$ cat src/rtl/valid_ready_fifo_sync.sv
`default_nettype none
// ============================================================================
// Module      : valid_ready_fifo_sync
// Description : Single-clock FIFO with valid/ready handshakes on both sides.
//               Each pointer is seen by the opposite side only after a
//               configurable register chain, so occupancy and latency match
//               the asynchronous FIFO wrapper.
// Revision    : 1.0 - initial release
// ============================================================================
module valid_ready_fifo_sync #(
  parameter int DATA_WIDTH        = 32,
  parameter int ROWS              = 4,
  parameter int M_FF_SYNC_WIDTH   = 2,
  localparam int ROW_ADDR_WIDTH   = $clog2(ROWS)
) (
  input  logic                      clk,
  input  logic                      reset,
  input  logic                      in_valid,
  output logic                      in_ready,
  input  logic [DATA_WIDTH-1:0]     in_data,
  output logic [ROW_ADDR_WIDTH-1:0] in_write_ptr,
  output logic                      out_valid,
  input  logic                      out_ready,
  output logic [DATA_WIDTH-1:0]     out_data,
  output logic [ROW_ADDR_WIDTH-1:0] out_read_ptr
);

  // Pointers carry one extra wrap bit to tell full from empty.
  localparam int PTR_WIDTH = ROW_ADDR_WIDTH + 1;
  localparam logic [PTR_WIDTH-1:0] ROWS_PTR = PTR_WIDTH'(ROWS);

  logic [DATA_WIDTH-1:0] mem [ROWS];
  logic [PTR_WIDTH-1:0]  wptr;
  logic [PTR_WIDTH-1:0]  rptr;
  logic [PTR_WIDTH-1:0]  wsync [M_FF_SYNC_WIDTH];
  logic [PTR_WIDTH-1:0]  rsync [M_FF_SYNC_WIDTH];
  logic [PTR_WIDTH-1:0]  wptr_s;
  logic [PTR_WIDTH-1:0]  rptr_s;
  logic                  full;
  logic                  empty;
  logic                  push;
  logic                  pop;

  assign wptr_s = wsync[M_FF_SYNC_WIDTH-1];
  assign rptr_s = rsync[M_FF_SYNC_WIDTH-1];

  // Write side compares its own pointer against the delayed read pointer,
  // so a freed row becomes usable only after the chain delay (conservative).
  assign full     = ((wptr - rptr_s) == ROWS_PTR);
  assign in_ready = ~full & ~reset;

  // Read side sees new words only after the write pointer crosses the chain.
  assign empty     = (wptr_s == rptr);
  assign out_valid = ~empty;

  assign push = in_valid & in_ready;
  assign pop  = out_valid & out_ready;

  assign in_write_ptr = wptr[ROW_ADDR_WIDTH-1:0];
  assign out_read_ptr = rptr[ROW_ADDR_WIDTH-1:0];

  // First-word fall-through: the head row is presented combinationally.
  assign out_data = mem[rptr[ROW_ADDR_WIDTH-1:0]];

  // Write pointer advances on every accepted word.
  always_ff @(posedge clk or posedge reset) begin
    if (reset) begin
      wptr <= '0;
    end else if (push) begin
      wptr <= wptr + 1'b1;
    end
  end

  // Read pointer advances on every consumed word.
  always_ff @(posedge clk or posedge reset) begin
    if (reset) begin
      rptr <= '0;
    end else if (pop) begin
      rptr <= rptr + 1'b1;
    end
  end

  // Storage array; cleared on reset so stale words can never resurface.
  always_ff @(posedge clk or posedge reset) begin
    if (reset) begin
      for (int i = 0; i < ROWS; i++) begin
        mem[i] <= '0;
      end
    end else if (push) begin
      mem[wptr[ROW_ADDR_WIDTH-1:0]] <= in_data;
    end
  end

  // Delay chains carrying each pointer to the opposite side.
  always_ff @(posedge clk or posedge reset) begin
    if (reset) begin
      for (int i = 0; i < M_FF_SYNC_WIDTH; i++) begin
        wsync[i] <= '0;
        rsync[i] <= '0;
      end
    end else begin
      wsync[0] <= wptr;
      rsync[0] <= rptr;
      for (int i = 1; i < M_FF_SYNC_WIDTH; i++) begin
        wsync[i] <= wsync[i-1];
        rsync[i] <= rsync[i-1];
      end
    end
  end

endmodule
`default_nettype wire

$ cat config.mk
export PLATFORM = sky130hd
export DESIGN_NAME = valid_ready_fifo_sync
export DESIGN_NICKNAME = d
export VERILOG_FILES = /design/src/rtl/valid_ready_fifo_sync.sv
export SDC_FILE = /design/constraint.sdc
export NUM_CORES = 1
export LEC_CHECK = 0
export BUFFER_PORTS_ARGS = -buffer_cell sky130_fd_sc_hd__buf_2
export CORE_MARGIN = 2
export CORE_UTILIZATION = 63
export CTS_CLUSTER_DIAMETER = 120
export DETAILED_ROUTE_END_ITERATION = 7
export PLACE_DENSITY = 0.85
export SYNTH_ARGS = -nofsm -noshare
export SYNTH_HDL_FRONTEND = slang
export SYNTH_SLANG_ARGS = --single-unit
$ cat constraint.sdc
create_clock -name clk -period 7.4 [get_ports clk]
set_input_delay 0.37 -clock clk [delete_from_list [all_inputs] [get_ports clk]]
set_output_delay 0.37 -clock clk [all_outputs]
set_load 0.02 [all_outputs]
==> metrics.md <==
| Metric | Value |
|---|---|
| Worst path bufs/invs | 2 |
| Ys Warns | 0 |
| CTS Buffer Depth | 2 |
| Post-synth ARST share | 1.00 |
| Syn Nets | 411 |
| DRT iter0 DRCs | 163 |
| Top FF cell, synth | dfrtp_1 |
| Largest family of logic cells by synthesized area | multiplexers |
| IO buf count | 73 |
| Number of library cell types mapped by synthesis | 20 |
| Core Region | 0.0103 sq mm |
| # DRC | 0 |
| Die Wd | 107 um |
| DP Area | 0.00703 sq mm |
| Final HPWL DP | 7310 um |
| Initial antenna violation count | 2 |
| Final wirelength | 12500 um |
| Die area | 0.0114 sq mm |
| Row count | 37 |
| First-pass GRT wire length | 20400 um |
| Cell Pwr Density | 526 mW/mm^2 |
| WP data required | 7.03 ns |
| Total negative slack | 0 ns |
| CTS clk-pin slew, worst paths | 0.06 ns |
| Fmax | 349 MHz |
| Hold_ws | 0.103 ns |
| Share of cells above drive strength 1 | 0.621 |
| Slowest library cell on the worst path | mux4_2 |
| RSZ-0062 raised after global routing | false |
| Top cells by area, synth | dfrtp_1, mux2_4, mux2_2 |
| Vias in the first global route | 3789 |
| Final core utilization | 0.744 |
| Root Driver | clkbuf_8 |
| Final #Nets | 486 |
| Commonest cells in the synthesized netlist | dfrtp_1, mux2_2, mux2_4 |
| Adder-Cell Fraction of Synth Area | 0.0132 |
| Crit-path max cell delay | 0.61 ns |
| Crit path capture type | output pin |
| Top cell type's share of synthesized area | 0.550 |
| GP Congestion | 0.752 |
| Synthesized area | 0.00664 sq mm |
| Most frequent cell after synthesis | dfrtp_1 |
| Complex-gate fraction of the synthesized area | 0.0151 |
| Largest net degree at the start of global routing | 82 |
| Worst Max-Slew Pin Slew | 0.993 ns |
| Post-Synth XOR/XNOR Area | 0.0158 |
| Status | completed |
| Dpl ws | 4.62 ns |
| Area grow syn2layout | 15.2% |
| WL per Instance | 21.0 um |
| Non-filler cells, final | 594 |
| Antenna Nets Post-Route | 0 |
| CTS Buf Count | 17 |
| Pre-Repair DR Iteration Count | 5 |
| Post-synthesis register bit count | 146 |
| Initial core utilization | 0.646 |
| Synth Area in Simple Gates | 0.00697 |
| Mux cell area share after synthesis | 0.366 |
| CP Launch Type | flip-flop |
| Final period util | 0.387 |
| Hold Crit Class | input port to flip-flop |
| Worst Slack Setup Final | 4.53 ns |
| Worst vdd ir | 0.339 mV |
| Final Setup Violations | 0 |
| Vias per inst | 5.85 |
| Skew final | 0.00668 ns |
| Syn Area/Cell | 18.0 sq um |
| Seq/Total Area, Yosys | 0.550 |
| Minimum clock period after layout | 2.87 ns |
| Family with the most delay on the worst path | buffers and inverters |
| Yosys top cell by area | dfrtp_1 |
| Max-slew headroom | 0.338 |
| I/O pins | 74 |
| Total Power | 4.02 mW |
| Worst skew pair latency | 0.54 ns |
| Mapped Cells | 368 |
| CP Cell Sequence | buf_4, mux4_2, buf_2 |
| Final Hold Viols | 0 |
| Post-synth EDFFs | 0 |
| CTS tree | done |
| Worst EP arrival | 2.50 ns |
| Leak | 3.42 nW |
| Max Cap Viol | 0 |
| Die H | 107 um |
| All-Layer GR Usage | 0.244 |
| DP Cell Count | 559 |
| Clock tree sinks | 146 |
| Routed vias | 3474 |
| Max FO, Critical Path | 26 |
| Total grt overflow | 0 |
| Design Area, Final | 0.00765 sq mm |
| Setup CP Type | flip-flop to output pin |
| Max-slew violations | 0 |
| Htree depth | 4 |
| Setup bufs post-CTS | 0 |
-- final timing paths --
check | start | endpoint | slack, ns | cells after the start
worst min register to register | wsync[5] | wptr_s[2] | 0.35 | 0
min in group asynchronous | reset | rptr_s[1] | 0.49 | 3
worst max-delay path | rptr[0] | out_data[29] | 4.53 | 3
worst min-delay path | in_data[21] | mem[21] | 0.10 | 2
max in group asynchronous | reset | mem[74] | 5.50 | 4
worst max register to register | wptr[0] | mem[122] | 4.61 | 7
-- worst reg2reg max path, cell delays in order, from the launching register on --
cell,delay [ns]
dfrtp_1,0.41
inv_1,0.12
ha_1,0.22
and2b_2,0.23
xnor2_4,0.20
a31oi_4,0.71
buf_4,0.41
mux2_2,0.38
-- layer usage --
metal  routed length (um)  share of wire  up-vias  track usage
li1                     -              -     1497            -
met1                 5550           0.45     1865        0.336
met2                 6130           0.49       93        0.369
met3                  568          0.046       19       0.0693
met4                  216          0.017        0        0.109
met5                    0              0        -            0
-- final cells by class --
class                           count  area (sq um)
Antenna cell                        2          5.00
Clock buffer                       22           473
Clock inverter                     10           130
Fill cell                         649          2630
Inverter                            5          23.8
Multi-Input combinational cell    193          2770
Sequential cell                   146          3660
Tap cell                          136           170
Timing Repair Buffer               80           420
-- repair_timing --
| action | 4_1_cts | 5_1_grt |
|---|---|---|
| hold buffers | 1 | 0 |
| resized for setup | 0 | 0 |
| hold endpoints to repair | 65 | 0 |
-- flip-flops by register name, indices dropped and copies added, names as in the netlist --
signal,count
wptr_s,3
rptr,3
mem,128
rsync,3
rptr_s,3
wsync,3
wptr,3
-- kinds of logic (layout without fill, tap and decap cells) --
kind of cell,Yosys count,after routing
XOR/XNOR,9,9
flip-flops,146,146
multiplexers,162,162
other,0,2
buffers and inverters,29,117
AND/OR/NAND/NOR,9,9
AO/OA/AOI/OAI,6,6
adder cells (fa/ha/maj),7,7
-- power breakdown --
part / switching [mW] / total (mW) / internal (mW)
clock: 0.323 / 0.869 / 0.546
sequential: 0.280 / 1.49 / 1.21
combinational: 0.742 / 1.67 / 0.924
-- cells in the final DEF, fill, tap and decap left out, types with 3 or more instances in the layout --
cell,synthesis,routed
mux4_2,32,32
clkbuf_8,0,5
clkbuf_16,0,16
mux2_2,65,65
a31oi_4,4,4
nand2_1,5,5
inv_1,5,4
buf_2,3,73
buf_4,4,6
mux2_4,65,65
clkinv_2,0,5
dfrtp_1,146,144
ha_1,7,7
bufinv_16,0,3
xnor2_1,6,6
(Power assumes the default switching activity.)
